File: src/rtl/weight_ser_tx.sv
// weight_ser_tx: streams feat+1 trained weight words LSB-first, highest index first, back-to-back.
// Optional build macro WEIGHT_TX_PARITY_EN appends an even-parity bit after every word.
module weight_ser_tx #(
  parameter int LENGTH       = 16,
  parameter int MAX_FEATURES = 15,
  parameter int IDX_WIDTH    = 4
) (
  input  logic                 CLK,
  input  logic                 RST,
  input  logic                 start,
  input  logic [IDX_WIDTH-1:0] feat,
  output logic                 rd_en,
  output logic [IDX_WIDTH-1:0] rd_addr,
  input  logic [LENGTH-1:0]    rd_data,
  output logic                 S_out,
  output logic                 S_valid,
  output logic                 busy,
  output logic                 done,
  output logic [2:0]           o_dbg_state
);

  // Handshakes: start is a one-cycle request honoured only in IDLE (ignored while busy
  // and in the FIN cycle); the weight RAM returns rd_data the cycle after rd_en=1;
  // S_out is meaningful only while S_valid=1, and S_valid has no gaps for a whole stream.

  localparam logic [2:0] IDLE  = 3'd0;
  localparam logic [2:0] FETCH = 3'd1;
  localparam logic [2:0] LOAD  = 3'd2;
  localparam logic [2:0] SHIFT = 3'd3;
  localparam logic [2:0] FIN   = 3'd4;

`ifdef WEIGHT_TX_PARITY_EN
  localparam int WORD_CYC = LENGTH + 1;
`else
  localparam int WORD_CYC = LENGTH;
`endif
  localparam int CNT_W = $clog2(WORD_CYC);

  // Prefetch issues three slots before the word ends so the next word lands without a gap.
  localparam logic [CNT_W-1:0] C_PF   = CNT_W'(WORD_CYC - 3);
  localparam logic [CNT_W-1:0] C_HOLD = CNT_W'(WORD_CYC - 2);
  localparam logic [CNT_W-1:0] C_LAST = CNT_W'(WORD_CYC - 1);

  logic [2:0]           r_state;
  logic [IDX_WIDTH-1:0] r_idx;
  logic [LENGTH-1:0]    r_shreg;
  logic [LENGTH-1:0]    r_hold;
  logic [CNT_W-1:0]     r_bitcnt;
  logic [IDX_WIDTH-1:0] r_last_addr;

  logic                 w_in_shift;
  logic                 w_prefetch;
  logic                 w_bit;
  logic [IDX_WIDTH-1:0] w_rd_addr;
  logic [IDX_WIDTH-1:0] w_feat;

  assign w_feat = (feat > IDX_WIDTH'(MAX_FEATURES)) ? IDX_WIDTH'(MAX_FEATURES) : feat;

  assign w_in_shift = (r_state == SHIFT);
  assign w_prefetch = w_in_shift && (r_bitcnt == C_PF) && (r_idx != '0);

  always_comb begin
    w_rd_addr = r_last_addr;
    if (r_state == FETCH)
      w_rd_addr = r_idx;
    else if (w_prefetch)
      w_rd_addr = r_idx - IDX_WIDTH'(1);
  end

`ifdef WEIGHT_TX_PARITY_EN
  logic r_par;
  assign w_bit = (r_bitcnt == CNT_W'(LENGTH)) ? r_par : r_shreg[0];

  always_ff @(posedge CLK or negedge RST) begin
    if (!RST)
      r_par <= 1'b0;
    else if (r_state == LOAD)
      r_par <= ^rd_data;
    else if (w_in_shift && (r_bitcnt == C_LAST) && (r_idx != '0))
      r_par <= ^r_hold;
  end
`else
  assign w_bit = r_shreg[0];
`endif

  assign rd_en       = (r_state == FETCH) || w_prefetch;
  assign rd_addr     = w_rd_addr;
  assign S_valid     = w_in_shift;
  assign S_out       = w_in_shift & w_bit;
  assign busy        = (r_state == FETCH) || (r_state == LOAD) || w_in_shift;
  assign done        = (r_state == FIN);
  assign o_dbg_state = r_state;

  always_ff @(posedge CLK or negedge RST) begin
    if (!RST) begin
      r_state     <= IDLE;
      r_idx       <= '0;
      r_shreg     <= '0;
      r_hold      <= '0;
      r_bitcnt    <= '0;
      r_last_addr <= '0;
    end else begin
      case (r_state)
        IDLE: begin
          if (start) begin
            r_idx   <= w_feat;
            r_state <= FETCH;
          end
        end
        FETCH: r_state <= LOAD;
        LOAD: begin
          r_shreg  <= rd_data;
          r_bitcnt <= '0;
          r_state  <= SHIFT;
        end
        SHIFT: begin
          if ((r_bitcnt == C_HOLD) && (r_idx != '0))
            r_hold <= rd_data;
          if (r_bitcnt == C_LAST) begin
            r_bitcnt <= '0;
            if (r_idx == '0) begin
              r_state <= FIN;
            end else begin
              r_shreg <= r_hold;
              r_idx   <= r_idx - IDX_WIDTH'(1);
            end
          end else begin
            r_shreg  <= r_shreg >> 1;
            r_bitcnt <= r_bitcnt + CNT_W'(1);
          end
        end
        FIN:     r_state <= IDLE;
        default: r_state <= IDLE;
      endcase
      if (rd_en)
        r_last_addr <= w_rd_addr;
    end
  end

endmodule

File: config.mk
export PLATFORM = sky130hd
export DESIGN_NAME = weight_ser_tx
export DESIGN_NICKNAME = d
export VERILOG_FILES = /design/src/rtl/weight_ser_tx.sv
export SDC_FILE = /design/constraint.sdc
export NUM_CORES = 1
export LEC_CHECK = 0
export ABC_AREA = 1
export BUFFER_PORTS_ARGS = -buffer_cell sky130_fd_sc_hd__buf_2
export CORE_AREA = 2 2 78 80
export CTS_CLUSTER_DIAMETER = 120
export DETAILED_ROUTE_END_ITERATION = 6
export DIE_AREA = 0 0 80 82
export GPL_TIMING_DRIVEN = 0
export PLACE_DENSITY = 0.75
export SLEW_MARGIN = 10
export SYNTH_ARGS = -nofsm -noshare
export SYNTH_HDL_FRONTEND = slang
export SYNTH_SLANG_ARGS = --single-unit
File: constraint.sdc
create_clock -name CLK -period 1.7 [get_ports CLK]
set_clock_uncertainty 0.2 [all_clocks]
set_input_delay 0.085 -clock CLK [delete_from_list [all_inputs] [get_ports CLK]]
set_output_delay 0.085 -clock CLK [all_outputs]
set_load 0.005 [all_outputs]
==> reports/qor.yml <==
maxCapViolations: 0
path_class: "flip-flop to primary output"
yosys.area_share.simple_pct: 36.1
worst_pin_slew_ns: 0.662
outcome: "finished, violations left"
clock_path_buffers: 2
synth_compound_area_share_pct: 5.95
slew_viol_final: 0
hold_viol: 0
n_fill_cell: 500
seq_area_um2: 1180
wl_per_cell_um: 13.4
worst_slack_ns: -0.149
worstPathRequired_ns: 1.41
area_delta_synth_final_pct: 43.4
clk_latency_ns: 0.31
ys.flop_type: "dfrtp_1"
dieArea_um2: 6560
vias: 2519
post-route-drc-count: 0
violations: "negative setup slack"
syn_avg_cell_area_um2: 7.50
max-slew-margin-rel_pct: 55.9
overflow: 0
antenna_found_initial: 0
boundaryPins: 35
hold_class: "primary input to asynchronous set/reset pin"
setup_violations: 24
yosysTopAreaCellShare_pct: 47.0
num-nets-final: 454
h-tree-depth: 2
fmax_mhz: 541
start_kind: "flip-flop"
synthMuxAreaShare_pct: 0
yosysMostFrequentCell: "nand2_1"
cts-root-buf: "clkbuf_8"
synth_edf_count: 0
yosysWarnings: 0
gp_congestion: 0.860
hpwl_um: 3860
die_x_um: 80
worstSetupEndpointType: "primary output"
fin_crit_sh_pct: 109
async_reset_ff_share_pct: 100
synthAdderAreaFrac_pct: 2.00
synth-xor-area-share_pct: 0.700
grt_max_degree: 48
fp.coreArea_um2: 5750
total_power_uw: 6880
die_h_um: 82
cts_tree: "done"
synthTopCellsByCount: "nand2_1, nand3_1, dfrtp_1"
synth.area.top_cells: "dfrtp_1, nand2_1, nand3_1, inv_1, o21ai_0"
wirelength_um: 6730
ant_nets: 0
grt_pass1_vias: 2357
multi_input_area_um2: 1270
setup_tns_ns: -2.03
grt_setup_unrepaired: "true"
vdd_drop_max_v: 0.000932
r2r_setup_slack_ns: -0.11
io_buffers: 34
arrival_ns: 1.56
clkSlewWorstSetupHoldPaths_ns: 0.09
antenna_cells: 0
synth-seq-cells: 47
cts_sinks: 47
ys_seq_area_share_pct: 47.0
row_count: 28
synth_top_area_cell: "dfrtp_1"
cts_buffers: 5
avgViaCountPerCell: 5.01
ys_types: 29
synth_area_um2: 2500
synth_nets: 361
drive_gt1_share_pct: 27.8
start_util_pct: 43.6
postSynthCellCount: 334
power_density_nw_per_um2: 1920
period_minus_slack_ns: 1.85
track_usage_pct: 21.2
leakagePower_uw: 0.00190
drt_iter0_drc: 150
grt_pass1_wl_um: 10700
synth_top_family_by_area: "simple AND/OR/NAND/NOR gates"
drt-pass1-iter-count: 5
critPathMaxFanout: 6
final_core_utilization_pct: 62.5
path summary, 6_finish.rpt:
| check | startpoint | to | cells past startpoint |
|---|---|---|---|
| setup / recovery | r_bitcnt[1]$_DFFE_PN0P_ | rd_addr[0] | 9 |
| hold / removal | RST | r_bitcnt[3]$_DFFE_PN0P_ | 2 |
| setup reg to reg | r_bitcnt[1]$_DFFE_PN0P_ | r_shreg[0]$_DFFE_PN0P_ | 10 |
| hold reg to reg | r_shreg[9]$_DFFE_PN0P_ | r_shreg[9]$_DFFE_PN0P_ | 2 |
| max in group asynchronous | RST | o_dbg_state[2]$_DFFE_PN0P_ | 2 |
| min in group CLK | r_shreg[9]$_DFFE_PN0P_ | r_shreg[9]$_DFFE_PN0P_ | 2 |
metrics by stage:
step | hold slack [ns] | instance area, µm² | cells | setup slack [ns]
floorplan | -0.411 | 2500 | 334 | 0.0111
global placement | 0.137 | 2770 | 443 | -0.271
detailed placement | 0.141 | 2770 | 443 | -0.302
CTS | 0.287 | 3380 | 491 | -0.113
global route | 0.240 | 3590 | 503 | -0.210
finish | 0.162 | 3590 | 503 | -0.149
what timing repair did:
| action | 4_1_cts | 5_1_grt |
|---|---|---|
| endpoints found under the setup margin | 48 | 45 |
| hold buffers | 22 | 0 |
| gates cloned | 2 | 1 |
| pin swaps | 6 | 4 |
| endpoints found under the hold margin | 84 | 0 |
| gates resized for setup | 45 | 39 |
| setup buffers | 16 | 11 |
power breakdown:
group	total, µW	switching [µW]	internal [µW]
sequential	1990	334	1660
clock	678	389	288
combinational	4210	2280	1940
area by class of cell:
type,count,area share (%)
plain buffers,13,3.87
clock buffers,6,2.02
clock inverters,2,0.348
inverters,35,3.94
multi-input cells,239,35.3
flip-flops and latches,47,32.9
well taps,75,2.61
repair buffers,86,19.1
cells by family after synthesis:
logic type / count (synthesis)
xor gates and xnor gates: 2
DFF: 47
buffers and inverters: 48
and+or+nand+nor: 206
adders and majority gates: 4
AOI/OAI and AO/OA: 27
layer usage:
layer	wire [µm]	part of all wire (%)	global-route usage, %
met5	0	0	0
met4	122	1.8	6.78
met3	322	4.8	3.52
met2	3450	51	37.8
met1	2840	42	26.1
state kept, by name, indices dropped and copies added, names as in the netlist:
register and count:
o_dbg_state 3, r_bitcnt 4, r_hold 16, r_idx 4, r_last_addr 4, r_shreg 16
worst max-delay path: stages, from the launching register on:
cell     delay (ns)
dfrtp_1        0.41
inv_2          0.09
ha_4           0.14
nand3_4        0.07
nor2_4         0.12
nand2_4        0.09
inv_4          0.07
nand2_1        0.06
nand3_1        0.08
buf_2          0.11
cell usage in the layout (no fill, tap or decap), types with 2 or more instances in the layout:
master	instances
nand2_1	131
nand3_1	47
dfrtp_1	44
buf_2	33
inv_1	29
dlygate4sd3_1	22
buf_4	20
buf_6	16
o21ai_0	12
o21ai_1	10
nor2_4	5
nand2_4	5
nor2_1	5
clkbuf_8	5
nand3_4	4
inv_4	4
buf_8	3
ha_4	3
dfrtp_2	3
inv_2	2
nand2_2	2
clkbuf_2	2
nand3_2	2
Power figures use the tool's default switching activity.
